[config.mk]
export PLATFORM = sky130hd
export DESIGN_NAME = ifetch_queue_flat
export DESIGN_NICKNAME = d
export VERILOG_FILES = /design/src/rtl/ifetch_queue_if.sv /design/src/rtl/ifetch_queue.sv /design/src/flat_wrapper.sv
export SDC_FILE = /design/constraint.sdc
export NUM_CORES = 1
export LEC_CHECK = 0
export CAP_MARGIN = 10
export CORE_MARGIN = 3
export CORE_UTILIZATION = 30
export DETAILED_ROUTE_END_ITERATION = 8
export GPL_TIMING_DRIVEN = 0
export PLACE_DENSITY = 0.55
export SLEW_MARGIN = 20
export SYNTH_ARGS = -nofsm -noshare
export SYNTH_HDL_FRONTEND = slang
export SYNTH_SLANG_ARGS = --single-unit
export TNS_END_PERCENT = 30
[constraint.sdc]
create_clock -name clk -period 5.5 [get_ports clk]
set_input_delay 0.825 -clock clk [delete_from_list [all_inputs] [get_ports clk]]
set_output_delay 0.825 -clock clk [all_outputs]
set_load 0.1 [all_outputs]
[src/rtl/ifetch_queue_if.sv]
// Fetch-queue bus bundle: instruction-memory port, branch redirect and decode valid/ready side.
// master is the fetch queue; slave is the memory/decode environment.
interface ifetch_queue_if #(
  parameter int unsigned DEPTH = 4
);
  localparam int unsigned CW = $clog2(DEPTH) + 1;

  logic          mem_req;
  logic [31:0]   mem_addr;
  logic          mem_ack;
  logic [31:0]   mem_rdata;
  logic          redirect;
  logic [31:0]   redirect_pc;
  logic          out_valid;
  logic          out_ready;
  logic [31:0]   out_instr;
  logic [31:0]   out_pc;
  logic [31:0]   out_pc_plus4;
  logic [CW-1:0] count;

  modport master (
    output mem_req, mem_addr, out_valid, out_instr, out_pc, out_pc_plus4, count,
    input  mem_ack, mem_rdata, redirect, redirect_pc, out_ready
  );

  modport slave (
    input  mem_req, mem_addr, out_valid, out_instr, out_pc, out_pc_plus4, count,
    output mem_ack, mem_rdata, redirect, redirect_pc, out_ready
  );
endinterface

[src/rtl/ifetch_queue.sv]
// Instruction fetch queue: sequential word fetch over a req/ack memory port into a small FIFO,
// drained by decode through valid/ready; a branch redirect flushes and refetches.
module ifetch_queue #(
  parameter int unsigned DEPTH    = 4,
  parameter logic [31:0] RESET_PC = 32'h0000_0000
) (
  input logic            clk,
  input logic            reset,
  ifetch_queue_if.master bus
);
  localparam int unsigned AW = $clog2(DEPTH);
  localparam int unsigned CW = AW + 1;

  typedef enum logic [1:0] {S_IDLE, S_WAIT, S_DROP} state_t;

  state_t        state;
  logic [31:0]   fetch_pc;
  logic [31:0]   instr_q [DEPTH];
  logic [31:0]   pc_q    [DEPTH];
  logic [AW-1:0] rd_ptr;
  logic [AW-1:0] wr_ptr;
  logic [CW-1:0] count_r;

  logic          pop;
  logic          push;
  logic [CW-1:0] cnt_after_pop;
  logic [CW-1:0] cnt_after_push;
  logic [31:0]   target;

  assign target         = bus.redirect_pc & 32'hFFFF_FFFC;
  assign bus.out_valid  = (count_r != '0);
  assign pop            = bus.out_valid && bus.out_ready && !bus.redirect;
  assign push           = (state == S_WAIT) && bus.mem_ack && !bus.redirect;
  assign cnt_after_pop  = count_r - CW'(pop);
  assign cnt_after_push = cnt_after_pop + CW'(push);

  // Head entry is read combinationally; outputs read zero while empty.
  assign bus.count        = count_r;
  assign bus.out_instr    = bus.out_valid ? instr_q[rd_ptr] : 32'h0;
  assign bus.out_pc       = bus.out_valid ? pc_q[rd_ptr]    : 32'h0;
  assign bus.out_pc_plus4 = bus.out_valid ? pc_q[rd_ptr] + 32'd4 : 32'h0;

  always_ff @(posedge clk) begin
    if (push) begin
      instr_q[wr_ptr] <= bus.mem_rdata;
      pc_q[wr_ptr]    <= bus.mem_addr;
    end
  end

  always_ff @(posedge clk or posedge reset) begin
    if (reset) begin
      state        <= S_IDLE;
      fetch_pc     <= RESET_PC;
      bus.mem_req  <= 1'b0;
      bus.mem_addr <= 32'h0;
      rd_ptr       <= '0;
      wr_ptr       <= '0;
      count_r      <= '0;
    end else begin
      // Redirect flushes; push is already suppressed so wr_ptr stays put.
      if (bus.redirect) begin
        rd_ptr  <= wr_ptr;
        count_r <= '0;
      end else begin
        if (pop)  rd_ptr <= rd_ptr + AW'(1);
        if (push) wr_ptr <= wr_ptr + AW'(1);
        count_r <= cnt_after_push;
      end

      case (state)
        S_IDLE: begin
          if (bus.redirect) begin
            fetch_pc <= target;
          end else if (cnt_after_pop < CW'(DEPTH)) begin
            bus.mem_req  <= 1'b1;
            bus.mem_addr <= fetch_pc;
            state        <= S_WAIT;
          end
        end
        S_WAIT: begin
          if (bus.redirect) begin
            fetch_pc <= target;
            if (bus.mem_ack) begin
              bus.mem_req <= 1'b0;
              state       <= S_IDLE;
            end else begin
              state <= S_DROP;
            end
          end else if (bus.mem_ack) begin
            fetch_pc <= bus.mem_addr + 32'd4;
            // Keep streaming only if the next push is guaranteed to fit.
            if (cnt_after_push < CW'(DEPTH)) begin
              bus.mem_addr <= bus.mem_addr + 32'd4;
            end else begin
              bus.mem_req <= 1'b0;
              state       <= S_IDLE;
            end
          end
        end
        S_DROP: begin
          if (bus.redirect) fetch_pc <= target;
          if (bus.mem_ack) begin
            bus.mem_req <= 1'b0;
            state       <= S_IDLE;
          end
        end
        default: state <= S_IDLE;
      endcase
    end
  end
endmodule

[src/flat_wrapper.sv]
// flat-port wrapper written by rule: the top's interface ports become plain ports
module ifetch_queue_flat 
#(
  parameter int unsigned DEPTH    = 4,
  parameter logic [31:0] RESET_PC = 32'h0000_0000
)
  (clk, reset, bus_mem_req, bus_mem_addr, bus_out_valid, bus_out_instr, bus_out_pc, bus_out_pc_plus4, bus_count, bus_mem_ack, bus_mem_rdata, bus_redirect, bus_redirect_pc, bus_out_ready);
  ifetch_queue_if #(.DEPTH(DEPTH)) bus_i ();
  input logic clk;
  input logic reset;
  output wire logic [$bits(bus_i.mem_req)-1:0] bus_mem_req;
  output wire logic [$bits(bus_i.mem_addr)-1:0] bus_mem_addr;
  output wire logic [$bits(bus_i.out_valid)-1:0] bus_out_valid;
  output wire logic [$bits(bus_i.out_instr)-1:0] bus_out_instr;
  output wire logic [$bits(bus_i.out_pc)-1:0] bus_out_pc;
  output wire logic [$bits(bus_i.out_pc_plus4)-1:0] bus_out_pc_plus4;
  output wire logic [$bits(bus_i.count)-1:0] bus_count;
  input wire logic [$bits(bus_i.mem_ack)-1:0] bus_mem_ack;
  input wire logic [$bits(bus_i.mem_rdata)-1:0] bus_mem_rdata;
  input wire logic [$bits(bus_i.redirect)-1:0] bus_redirect;
  input wire logic [$bits(bus_i.redirect_pc)-1:0] bus_redirect_pc;
  input wire logic [$bits(bus_i.out_ready)-1:0] bus_out_ready;
  assign bus_mem_req = bus_i.mem_req;
  assign bus_mem_addr = bus_i.mem_addr;
  assign bus_out_valid = bus_i.out_valid;
  assign bus_out_instr = bus_i.out_instr;
  assign bus_out_pc = bus_i.out_pc;
  assign bus_out_pc_plus4 = bus_i.out_pc_plus4;
  assign bus_count = bus_i.count;
  assign bus_i.mem_ack = bus_mem_ack;
  assign bus_i.mem_rdata = bus_mem_rdata;
  assign bus_i.redirect = bus_redirect;
  assign bus_i.redirect_pc = bus_redirect_pc;
  assign bus_i.out_ready = bus_out_ready;
  ifetch_queue #(.DEPTH(DEPTH), .RESET_PC(RESET_PC)) u_core (.clk(clk), .reset(reset), .bus(bus_i));
endmodule
======== After elaboration in Yosys (flattened, before gate mapping) ========
Memory sizes are Yosys's and may differ from the RTL's.
Cells that the tools add are included.
storage, ports and cells
  register bits after elaboration ......... 74
  memory bits (writable) .................. 256
  word-level logic and storage cells ...... 79
  memories ................................ 2
operators by class
  add/sub/neg operators ................... 6
  $lt $le $gt $ge ......................... 2
  equal/unequal tests ..................... 11
  mux-type cells .......................... 33
  bitwise operators ....................... 1
  reduce and logical (&&, ||, !) cells .... 17
memories
  name            depth  bits a word  rd ports  clocked after memory_dff  write ports  line                text
  u_core.instr_q  4      32           1         0                         1            ifetch_queue.sv:18  logic [31:0] instr_q [DEPTH];
  u_core.pc_q     4      32           1         0                         1            ifetch_queue.sv:19  logic [31:0] pc_q [DEPTH];
operator list
  cell                   count
  $mux 32                11
  $pmux 32 s2            2
  $add 32x3->32 const B  2
  $mux 2                 9
  $ne 2x2->1 const B     5
  $reduce_and 5->1       2
  $mux 1                 8
  $lt 3x3->1 const B     2
  $ne 3x3->1 const B     2
  $pmux 2 s3             1
  $reduce_and 6->1       1
  $reduce_bool 2->1      3
  $reduce_bool 3->1      2
  $add 2x1->2 const B    2
  $logic_and 1x1->1      4
  $ne 2x1->1 const B     2
  $add 3x1->3            1
  $mux 3                 1
  $pmux 1 s3             1
  $reduce_and 3->1       1
  $sub 3x1->3            1
  $eq 2x1->1 const B     1
  $eq 2x2->1 const B     1
  $logic_not 2->1        1
  4 further kinds        4

======== Longest topological paths before layout ========
Gate-level depths: netlist (run 1).
  depth in word-level cells ............... 10
  depth in mapped cells ................... 16

======== Worst setup path before layout (run 1) ========
Ideal clock, no wire load.
  path type ............................... reg2out
  start ................................... register u_core.rd_ptr[0]
  end ..................................... output bus_out_pc_plus4[17]
  arrival ................................. 3.462 ns
  data required time ...................... 4.675 ns
  slack ................................... 1.213 ns
  stages on the path, launching flop included .. 9
  path through ............................ dfrtp_1 buf_6 buf_12 mux4_2 nand4_4 or3_1 buf_6 or3_1 a21oi_1
between the ends
  word-level cells in the longest chain between the ends .. 3
ends and longest elaborated chain
  what                    line                text
  start, declared         ifetch_queue.sv:20  logic [AW-1:0] rd_ptr;
  start signal, assigned  ifetch_queue.sv:62  rd_ptr <= wr_ptr;
  start signal, assigned  ifetch_queue.sv:65  if (pop) rd_ptr <= rd_ptr + AW'(1);
  $mem_v2 4x32            -
  $add 32x3->32           ifetch_queue.sv:41  assign bus.out_pc_plus4 = bus.out_valid ? pc_q[rd_ptr] + 32'd4 : 32'h0;
  $mux 32                 ifetch_queue.sv:41
  end, declared           flat_wrapper.sv:16  output wire logic [$bits(bus_i.out_pc_plus4)-1:0] bus_out_pc_plus4;
Every way passes these cells.

======== Worst setup path after layout (run 1) ========
  start ................................... register u_core.rd_ptr[1]
  end ..................................... output bus_out_pc_plus4[22]
The elaborated chain is that of the path after synthesis.

==> results of run 1 <==
## cell usage after synthesis (all sizes together), types with 3 or more instances
library cell / instances
inv: 21
o21ai: 51
and3: 10
o31ai: 11
or2: 3
and2: 66
a2bb2oi: 13
o21a: 8
o22ai: 18
dfrtp: 74
nor2b: 5
or3: 5
o32ai: 13
mux2i: 4
a211oi: 10
clkbuf: 42
a21oi: 12
nor2: 55
and4: 12
buf: 26
nand4: 14
xor2: 9
a221oi: 3
mux2: 21
xnor2: 21
edfxtp: 256
a21o: 4
ha: 14
nand3: 22
nor4: 19
mux4: 63
nand2: 72
o31a: 9
nor3: 28
## routing by layer
metal	share of wire (%)	vias up	track usage [%]
li1	-	4497	-
met1	45	5110	22.9
met2	46	363	25.0
met3	6.2	71	3.06
met4	2.8	0	5.16
met5	0	-	0
## kinds of logic after synthesis
family / after synthesis
muxes: 88
xor gates and xnor gates: 30
AOI/OAI and AO/OA: 164
adders and majority gates: 14
buffers and inverters: 90
DFF: 330
and+or+nand+nor: 317
## sequential cells by signal, summed over array words and instances (netlist names), 2 cells and up
name	cells
u_core.wr_ptr	2
u_core.rd_ptr	2
u_core.pc_q	128
u_core.state	2
u_core.fetch_pc	32
u_core.instr_q	128
u_core.bus.count	3
u_core.bus.mem_addr	32
## final cells by class
| class | count | area, um2 | share of cell area (%) |
|---|---|---|---|
| Buffer | 68 | 319 | 1.67 |
| Clock buffer | 49 | 1060 | 5.51 |
| Clock inverter | 17 | 191 | 0.999 |
| Inverter | 22 | 85.1 | 0.444 |
| Multi-Input combinational cell | 613 | 5010 | 26.2 |
| Sequential cell | 330 | 9540 | 49.8 |
| Tap cell | 664 | 831 | 4.34 |
| Timing Repair Buffer | 204 | 2120 | 11.1 |
## worst min-delay path by stage
stage | startpoint | end | depth (start not counted)
after floorplan | u_core.fetch_pc[21] | u_core.fetch_pc[21] | 2
after global placement | u_core.fetch_pc[21] | u_core.fetch_pc[21] | 2
after detailed placement | u_core.fetch_pc[4] | u_core.fetch_pc[4] | 2
after CTS | u_core.fetch_pc[4] | u_core.fetch_pc[4] | 2
after global routing | u_core.fetch_pc[10] | u_core.fetch_pc[10] | 1
final | u_core.fetch_pc[8] | u_core.fetch_pc[8] | 1
## repair_timing
| action | in CTS | in global routing |
|---|---|---|
| buffers inserted | 0 | 0 |
| hold buffers | 0 | 0 |
| resized for setup | 0 | 2 |
| endpoints found under the setup margin | 0 | 8 |
## metrics by stage
stage          utilization (%)  hold slack, ns  std cells  setup TNS, ns
6_report                  39.0           0.477       1967              0
3_3_place_gp              36.1           0.458       1895          -2.48
4_1_cts                   39.0           0.482       1967              0
3_5_place_dp              36.5           0.469       1901          -2.81
5_1_grt                   39.0           0.502       1967              0
2_1_floorplan                -           0.441       1033              0
## worst reg2reg max path, delay by kind of cell, from the launching register on
kind / cells / cell delay [ns]
fa+ha+maj: 2 / 0.40
mux: 1 / 0.39
simple gates: 4 / 1.28
flops: 1 / 0.40
xor+xnor: 1 / 0.38
buf+inv: 4 / 1.21
compound gates: 2 / 0.30
==> summary.txt, run 1 <==
Status
  – Outcome: finished, final reports clean

Drt
  – DR WL/cell: 21.9 um
  – Drt first pass iters: 5
  – DR DRC count: 0
  – 1st-iter DRT viols: 809
  – Total wire length: 43000 um
  – Vias per inst: 5.10
  – ANT nets after route: 0
  – Via count: 10000

Synthesis
  – Number of synthesized flops with an enable pin: 256
  – Main synth FF type: edfxtp_1
  – Count of cell types in the netlist: 66
  – Ys async rst share: 22.4%
  – Post-synthesis mux area share: 11.4%
  – Post-synthesis area per instance: 14.4 um2
  – Simple logic cell fraction of the synthesized area: 11.6%
  – XOR/XNOR Fraction of Synth Area: 1.76%
  – Post-Synthesis Cells: 1033
  – Post-Synth Adder-Cell Area: 1.17%
  – Post-synth net total: 1116
  – Post-synthesis compound-gate area fraction: 7.46%
  – Largest family of logic cells by synthesized area: simple AND/OR/NAND/NOR gates
  – Yosys top cell by area: edfxtp_1
  – Sequential share of the synthesized area: 64.0%
  – FF+latch count, synth: 330
  – Synthesis Warnings: 0
  – Synthesized area: 14900 um2
  – Top cell type's share of synthesized area: 51.5%
  – Synth top area cells: edfxtp_1 52%, dfrtp_1 12%, mux4_2 9.4%, and2_1 2.7%, nand2_1 1.8%

Critical path
  – Worst setup path end: bus_out_pc_plus4[22]
  – Crit path cell chain: buf_2, buf_2, mux4_2, nand3_1, nor4_1, and3_1, mux2_1, clkdlybuf4s50_1
  – R2R setup slack: 0.99 ns
  – FF-to-FF End: u_core.bus.mem_addr[13]
  – Most common cell on crit path: buf_2
  – Number of stages on the worst setup path: 8
  – WS Path Type: register to output port
  – Crit start category: register
  – Worst Setup SP: u_core.rd_ptr[1]
  – CP endpoint kind: output port
  – Worst path bufs/invs: 3
  – Crit path largest cell delay: 1.01 ns
  – CP max stage cell: clkdlybuf4s50_1
  – R2R depth: 14
  – Worst Path Arrival: 4.40 ns
  – Crit Reg-Reg Startpoint: u_core.bus.count[1]
  – Top delay family on crit path: buffers and inverters
  – Crit path required time: 4.68 ns
  – Crit path max fanout: 10

STA
  – Max Slew Vio Count: 0
  – Final Hold Vio Count: 0
  – Fin crit share: 94.9%
  – Post-layout min period: 5.22 ns
  – Fin Clk Skew: 0.0231 ns
  – RSZ-0062 raised after global routing: no
  – Max frequency: 192 MHz
  – Final setup viols: 0
  – Worst rel slew slack: 26.7%
  – Tightest Pin Transition: 1.10 ns
  – Setup WS post-layout: 0.280 ns

Global routing
  – Remaining global-route overflow: 0
  – Vias in the first global route: 10200
  – Antenna violations before repair: 2
  – Largest net degree at the start of global routing: 52
  – First-pass GRT wire length: 64900 um
  – All-Layer GR Usage: 16.1%

Clocking
  – Clock transition at path regs: 0.06 ns
  – Clock Latency Late Sink: 0.54 ns
  – H-tree levels: 2
  – Clk sink count: 330
  – Clk root buf: clkbuf_16
  – Num CTS Buffers: 39
  – Worst-case clock buffer depth: 3
  – Clock tree from TritonCTS: done

Place
  – Hpwl dp: 29300 um
  – Port bufs: 198
  – Routability congestion estimate: 0.857
  – Placement Cell Area: 17900 um2
  – Post-Place Setup Slack: -0.285 ns

Cells and area
  – Fillers: 4659
  – Most frequent cells in the layout: 256 x edfxtp_1, 197 x clkdlybuf4s50_1, 74 x dfrtp_1
  – Share of cells above drive strength 1: 13.0%
  – Final Cell Area: 19200 um2
  – Most common cell after layout, fill and taps aside: edfxtp_1
  – Layout Nets: 1361
  – P&R area growth vs syn: 28.4%
  – # diodes: 0

Flow run
  – MaxCap Viol Count: 0

Die
  – Die H: 229 um
  – Die width: 229 um
  – # rows: 81
  – Initial core utilization: 30.4%
  – Die ar.: 52400 um2
  – I/O Pins: 202
  – Core area: 49100 um2

Min path
  – Hold WC Path Type: register to register
Power of run 1 is left out: the tool's default activity adds up to more than one toggle a clock period on the data nets, which glitch-free logic cannot reach.
==> inputs of run 2 (changes only) <==
--- a/config.mk
+++ b/config.mk
@@ -11,6 +11,7 @@
 export DETAILED_ROUTE_END_ITERATION = 8
 export GPL_TIMING_DRIVEN = 0
 export PLACE_DENSITY = 0.55
+export RECOVER_POWER = 50
 export SLEW_MARGIN = 20
 export SYNTH_ARGS = -nofsm -noshare
 export SYNTH_HDL_FRONTEND = slang
==> summary.txt, run 2 (same netlist as run 1, synthesis figures left out) <==
Status
  – Outcome: finished, violations left (was finished, final reports clean)
  – Failing checks: capacitance limit, slew limit

STA
  – Worst rel slew slack: -96.4% (was 26.7%)
  – RSZ-0062 raised after global routing: no (unchanged)
  – Post-layout min period: 5.21 ns (was 5.22 ns)
  – Final setup viols: 0 (unchanged)
  – Fin Clk Skew: 0.0236 ns (was 0.0231 ns)
  – Max Slew Vio Count: 106 (was 0)
  – Tightest Pin Transition: 2.95 ns (was 1.10 ns)
  – Max frequency: 192 MHz (about the same)
  – Fin crit share: 94.8% (was 94.9%)
  – Final Hold Vio Count: 0 (unchanged)

Cells and area
  – Most frequent cells in the layout: 256 x edfxtp_1, 164 x clkdlybuf4s50_1, 74 x dfrtp_1 (was 256 x edfxtp_1, 197 x clkdlybuf4s50_1, 74 x dfrtp_1)
  – Non-filler cells, final: 1968 (was 1967)
  – Layout Nets: 1361 (unchanged)
  – Utilization after layout: 39.0% (about the same)
  – Most common cell after layout, fill and taps aside: edfxtp_1 (unchanged)
  – Biggest regs: u_core.instr_q x128, u_core.pc_q x128 (unchanged)
  – Share of cells above drive strength 1: 12.7% (was 13.0%)
  – P&R area growth vs syn: 28.2% (was 28.4%)

Place
  – Hpwl dp: 29300 um (unchanged)
  – Routability congestion estimate: 0.857 (unchanged)
  – Placed cell count: 1901 (unchanged)
  – Port bufs: 198 (unchanged)

Die
  – I/O Pins: 202 (unchanged)
  – Die H: 229 um (unchanged)
  – Core area: 49100 um2 (unchanged)
  – Die width: 229 um (unchanged)
  – # rows: 81 (unchanged)
  – Die ar.: 52400 um2 (unchanged)
  – Initial core utilization: 30.4% (unchanged)

Global routing
  – Vias in the first global route: 10200 (unchanged)
  – Largest net degree at the start of global routing: 52 (unchanged)
  – All-Layer GR Usage: 16.1% (unchanged)
  – Remaining global-route overflow: 0 (unchanged)
  – Antenna violations before repair: 2 (unchanged)
  – First-pass GRT wire length: 64900 um (unchanged)

Clocking
  – Clock tree from TritonCTS: done (unchanged)
  – Clock transition at path regs: 0.06 ns (about the same)
  – H-tree levels: 2 (unchanged)
  – Clock Latency Late Sink: 0.55 ns (was 0.54 ns)
  – Num CTS Buffers: 39 (unchanged)
  – Post-CTS repair timing setup buffer count: 0 (unchanged)
  – Clk sink count: 330 (unchanged)
  – Cts-stage hold buffer count: 0 (unchanged)
  – Worst-case clock buffer depth: 3 (unchanged)
  – Clk root buf: clkbuf_16 (unchanged)

Critical path
  – Crit start category: register (unchanged)
  – WS Path Type: register to output port (unchanged)
  – R2R setup slack: 1.00 ns (was 0.99 ns)
  – CP endpoint kind: output port (unchanged)
  – Crit path max fanout: 10 (unchanged)
  – Worst Path Arrival: 4.39 ns (was 4.40 ns)
  – Crit path required time: 4.68 ns (about the same)

Drt
  – Drt first pass iters: 5 (unchanged)
  – DR DRC count: 0 (unchanged)
  – Vias per inst: 5.09 (was 5.10)
  – Total wire length: 42900 um (was 43000 um)
  – Via count: 10000 (about the same)
  – ANT nets after route: 0 (unchanged)
  – DR WL/cell: 21.8 um (was 21.9 um)
  – 1st-iter DRT viols: 839 (was 809)

Flow run
  – MaxCap Viol Count: 3 (was 0)

Min path
  – Hold WC Path Type: register to register (unchanged)
==> run 2: cell types whose count changed in the layout (fill, tap and decap cells not counted), sizes merged <==
cell	before	now
clkdlybuf4s50	197	164
clkbuf	91	92
inv	23	22
buf	32	31
clkinvlp	1	2
dlygate4sd3	0	33
diode	0	1
==> run 2: final timing paths <==
check	from	depth (start not counted)	to
worst max-delay path	u_core.rd_ptr[1]	8	bus_out_pc_plus4[22]
min in group asynchronous	reset	2	u_core.fetch_pc[24]
worst max register to register	u_core.bus.count[1]	14	u_core.bus.mem_addr[13]
max in group asynchronous	reset	3	u_core.bus.mem_addr[19]
worst min-delay path	u_core.fetch_pc[8]	1	u_core.fetch_pc[8]
worst min register to register	u_core.fetch_pc[8]	1	u_core.fetch_pc[8]
==> run 2: repair_timing <==
item,CTS,global route
gates resized for setup,0,2
endpoints found under the hold margin,0,0
setup endpoints to repair,0,8
==> run 2: worst max-delay path: stages, from the launching register on <==
cell and delay (ns):
dfrtp_1 0.45, buf_2 0.31, buf_2 0.33, mux4_2 0.34
nand3_1 0.11, nor4_1 0.67, and3_1 0.27, mux2_1 0.33
clkdlybuf4s50_1 1.01
==> run 2: through the flow <==
step / setup TNS, ns / instance area, um2 / hold WS (ns) / setup slack (ns)
4_1_cts: 0 / 19100 / 0.482 / 0.122
5_1_grt: 0 / 19100 / 0.502 / 0.0678
3_3_place_gp: -2.48 / 17700 / 0.458 / -0.260
3_5_place_dp: -2.81 / 17900 / 0.469 / -0.285
2_1_floorplan: 0 / 14900 / 0.441 / 1.21
6_report: 0 / 19100 / 0.476 / 0.287
==> run 2: cell type report <==
class,instances,area [um2]
Clock buffer,49,1060
Inverter,22,83.8
Multi-Input combinational cell,613,4990
Buffer,68,319
Sequential cell,330,9540
Fill cell,4665,29900
Clock inverter,17,191
Antenna cell,1,2.50
Tap cell,664,831
Timing Repair Buffer,204,2100
==> run 2: routing by layer <==
layer	part of all wire [%]	up-vias	global-route usage (%)	wire length (um)
met3	5.9	74	3.06	2520
li1	-	4491	-	-
met1	45	5090	22.9	19500
met2	46	363	25.0	19800
met4	2.8	0	5.16	1190
met5	0	-	0	0
Power of run 2 is left out for the same reason.
==> inputs of run 3 (changes only) <==
--- a/config.mk
+++ b/config.mk
@@ -12,6 +12,7 @@
 export GPL_TIMING_DRIVEN = 0
 export PLACE_DENSITY = 0.55
 export RECOVER_POWER = 50
+export SETUP_SLACK_MARGIN = 0.2
 export SLEW_MARGIN = 20
 export SYNTH_ARGS = -nofsm -noshare
 export SYNTH_HDL_FRONTEND = slang
==> summary.txt, run 3 (same netlist as run 1, synthesis figures left out) <==
Status
  – Outcome: finished, violations left (unchanged)
  – Failing checks: capacitance limit, slew limit (unchanged)

Clocking
  – Clock Latency Late Sink: 0.55 ns (about the same)
  – Clk root buf: clkbuf_16 (unchanged)
  – Num CTS Buffers: 39 (unchanged)
  – Clk sink count: 330 (unchanged)
  – Clock transition at path regs: 0.06 ns (about the same)
  – Cts-stage hold buffer count: 0 (unchanged)
  – H-tree levels: 2 (unchanged)
  – Worst-case clock buffer depth: 3 (unchanged)
  – Clock tree from TritonCTS: done (unchanged)
  – Post-CTS repair timing setup buffer count: 0 (unchanged)
  – Cts repair resizes: 1 (was 0)

Die
  – # rows: 81 (unchanged)
  – Core area: 49100 um2 (unchanged)
  – Initial core utilization: 30.4% (unchanged)
  – Die ar.: 52400 um2 (unchanged)
  – I/O Pins: 202 (unchanged)
  – Die width: 229 um (unchanged)
  – Die H: 229 um (unchanged)

Critical path
  – Crit path largest cell delay: 0.56 ns (was 1.01 ns)
  – Worst setup path end: u_core.bus.mem_addr[13] (was bus_out_pc_plus4[22])
  – Crit Reg-Reg Startpoint: u_core.bus.count[1] (unchanged)
  – Most common cell on crit path: clkbuf_1 (was buf_2)
  – FF-to-FF End: u_core.bus.mem_addr[13] (unchanged)
  – Crit path cell chain: clkdlybuf4s50_1, clkbuf_1, clkbuf_1, clkbuf_1, nor2_1, ha_1, ha_1, xnor2_1, mux2_2, o22a_1, clkbuf_1, nor2_4, clkbuf_1, a2bb2oi_1 (was buf_2, buf_2, mux4_2, nand3_1, nor4_1, and3_1, mux2_1, clkdlybuf4s50_1)
  – Crit path required time: 5.88 ns (was 4.68 ns)
  – Worst Path Arrival: 5.57 ns (was 4.39 ns)
  – Worst Setup SP: bus_redirect (was u_core.rd_ptr[1])
  – R2R setup slack: 0.97 ns (was 1.00 ns)
  – R2R depth: 14 (unchanged)
  – Crit path max fanout: 10 (unchanged)
  – Crit start category: input pin (was register)
  – WS Path Type: input pin to register (was register to output port)
  – CP endpoint kind: register (was output port)
  – CP max stage cell: clkbuf_1 (was clkdlybuf4s50_1)

STA
  – Worst hold slack: 0.476 ns (about the same)
  – Tightest Pin Transition: 2.94 ns (was 2.95 ns)
  – Max frequency: 193 MHz (was 192 MHz)
  – Setup WS post-layout: 0.306 ns (was 0.287 ns)
  – Fin Setup TNS: 0 ns (unchanged)
  – Final Hold Vio Count: 0 (unchanged)
  – Final setup viols: 0 (unchanged)
  – Fin Clk Skew: 0.0230 ns (was 0.0236 ns)
  – Post-layout min period: 5.19 ns (was 5.21 ns)
  – Max Slew Vio Count: 106 (unchanged)
  – RSZ-0062 raised after global routing: yes (was no)
  – Fin crit share: 94.4% (was 94.8%)
  – Worst rel slew slack: -96.1% (was -96.4%)

Global routing
  – Antenna violations before repair: 2 (unchanged)
  – First-pass GRT wire length: 64900 um (about the same)
  – Largest net degree at the start of global routing: 52 (unchanged)
  – All-Layer GR Usage: 16.1% (about the same)
  – Remaining global-route overflow: 0 (unchanged)
  – Vias in the first global route: 10200 (about the same)

Drt
  – DR DRC count: 0 (unchanged)
  – Total wire length: 43000 um (was 42900 um)
  – Drt first pass iters: 5 (unchanged)
  – ANT nets after route: 0 (unchanged)
  – Via count: 10000 (about the same)
  – DR WL/cell: 21.8 um (about the same)
  – 1st-iter DRT viols: 841 (was 839)
  – Vias per inst: 5.08 (was 5.09)

Place
  – Routability congestion estimate: 0.857 (unchanged)
  – Post-Place Setup Slack: -0.285 ns (unchanged)
  – Port bufs: 198 (unchanged)
  – Hpwl dp: 29300 um (unchanged)

Min path
  – Hold WC Path Type: register to register (unchanged)
  – Cell depth of the worst min-delay path: 1 (unchanged)

Cells and area
  – Most frequent cells in the layout: 256 x edfxtp_1, 163 x clkdlybuf4s50_1, 74 x dfrtp_1 (was 256 x edfxtp_1, 164 x clkdlybuf4s50_1, 74 x dfrtp_1)
  – Most common cell after layout, fill and taps aside: edfxtp_1 (unchanged)
  – P&R area growth vs syn: 28.2% (about the same)
  – Layout Nets: 1361 (unchanged)
  – Share of cells above drive strength 1: 12.7% (unchanged)
  – Biggest regs: u_core.instr_q x128, u_core.pc_q x128 (unchanged)

Flow run
  – MaxCap Viol Count: 3 (unchanged)
run 3: changes by cell type in the layout (fill, tap and decap cells not counted), sizes merged:
cell           delta
clkdlybuf4s50     -1
dlygate4sd2       +1
run 3: critical path, delay by kind of cell:
kind | cells | cell delay, ns
compound gates | 2 | 0.31
xor+xnor | 1 | 0.38
fa+ha+maj | 2 | 0.40
buf+inv | 6 | 2.77
mux | 1 | 0.39
simple gates | 2 | 0.49
run 3: area by class of cell:
cell class	instances	area (um2)
timing repair buffer	204	2100
clock buffer	49	1060
tap	664	831
fill	4664	29900
multi-input combinational	613	4990
clock inverter	17	191
buffer	68	319
antenna	1	2.50
inverter	22	83.8
sequential	330	9540
run 3: worst min-delay path by stage:
stage	from	endpoint	slack, ns
after floorplan	u_core.fetch_pc[21]	u_core.fetch_pc[21]	0.44
after global placement	u_core.fetch_pc[21]	u_core.fetch_pc[21]	0.46
after detailed placement	u_core.fetch_pc[4]	u_core.fetch_pc[4]	0.47
final	u_core.fetch_pc[8]	u_core.fetch_pc[8]	0.48
after global routing	u_core.fetch_pc[10]	u_core.fetch_pc[10]	0.50
after CTS	u_core.fetch_pc[4]	u_core.fetch_pc[4]	0.48
run 3: per-layer routing:
metal / vias up / wire [um] / track usage (%)
met4: 0 / 1120 / 5.16
li1: 4490 / - / -
met5: - / 0 / 0
met2: 356 / 19900 / 25.0
met3: 64 / 2580 / 3.06
met1: 5096 / 19400 / 22.9
run 3: per-stage QoR:
| step | instances | utilization [%] | cell area [um2] |
|---|---|---|---|
| 2_1_floorplan | 1033 | - | 14900 |
| 3_3_place_gp | 1895 | 36.1 | 17700 |
| 3_5_place_dp | 1901 | 36.5 | 17900 |
| 4_1_cts | 1967 | 39.0 | 19100 |
| 5_1_grt | 1967 | 39.0 | 19100 |
| 6_report | 1968 | 39.0 | 19100 |
Power of run 3 is left out for the same reason.
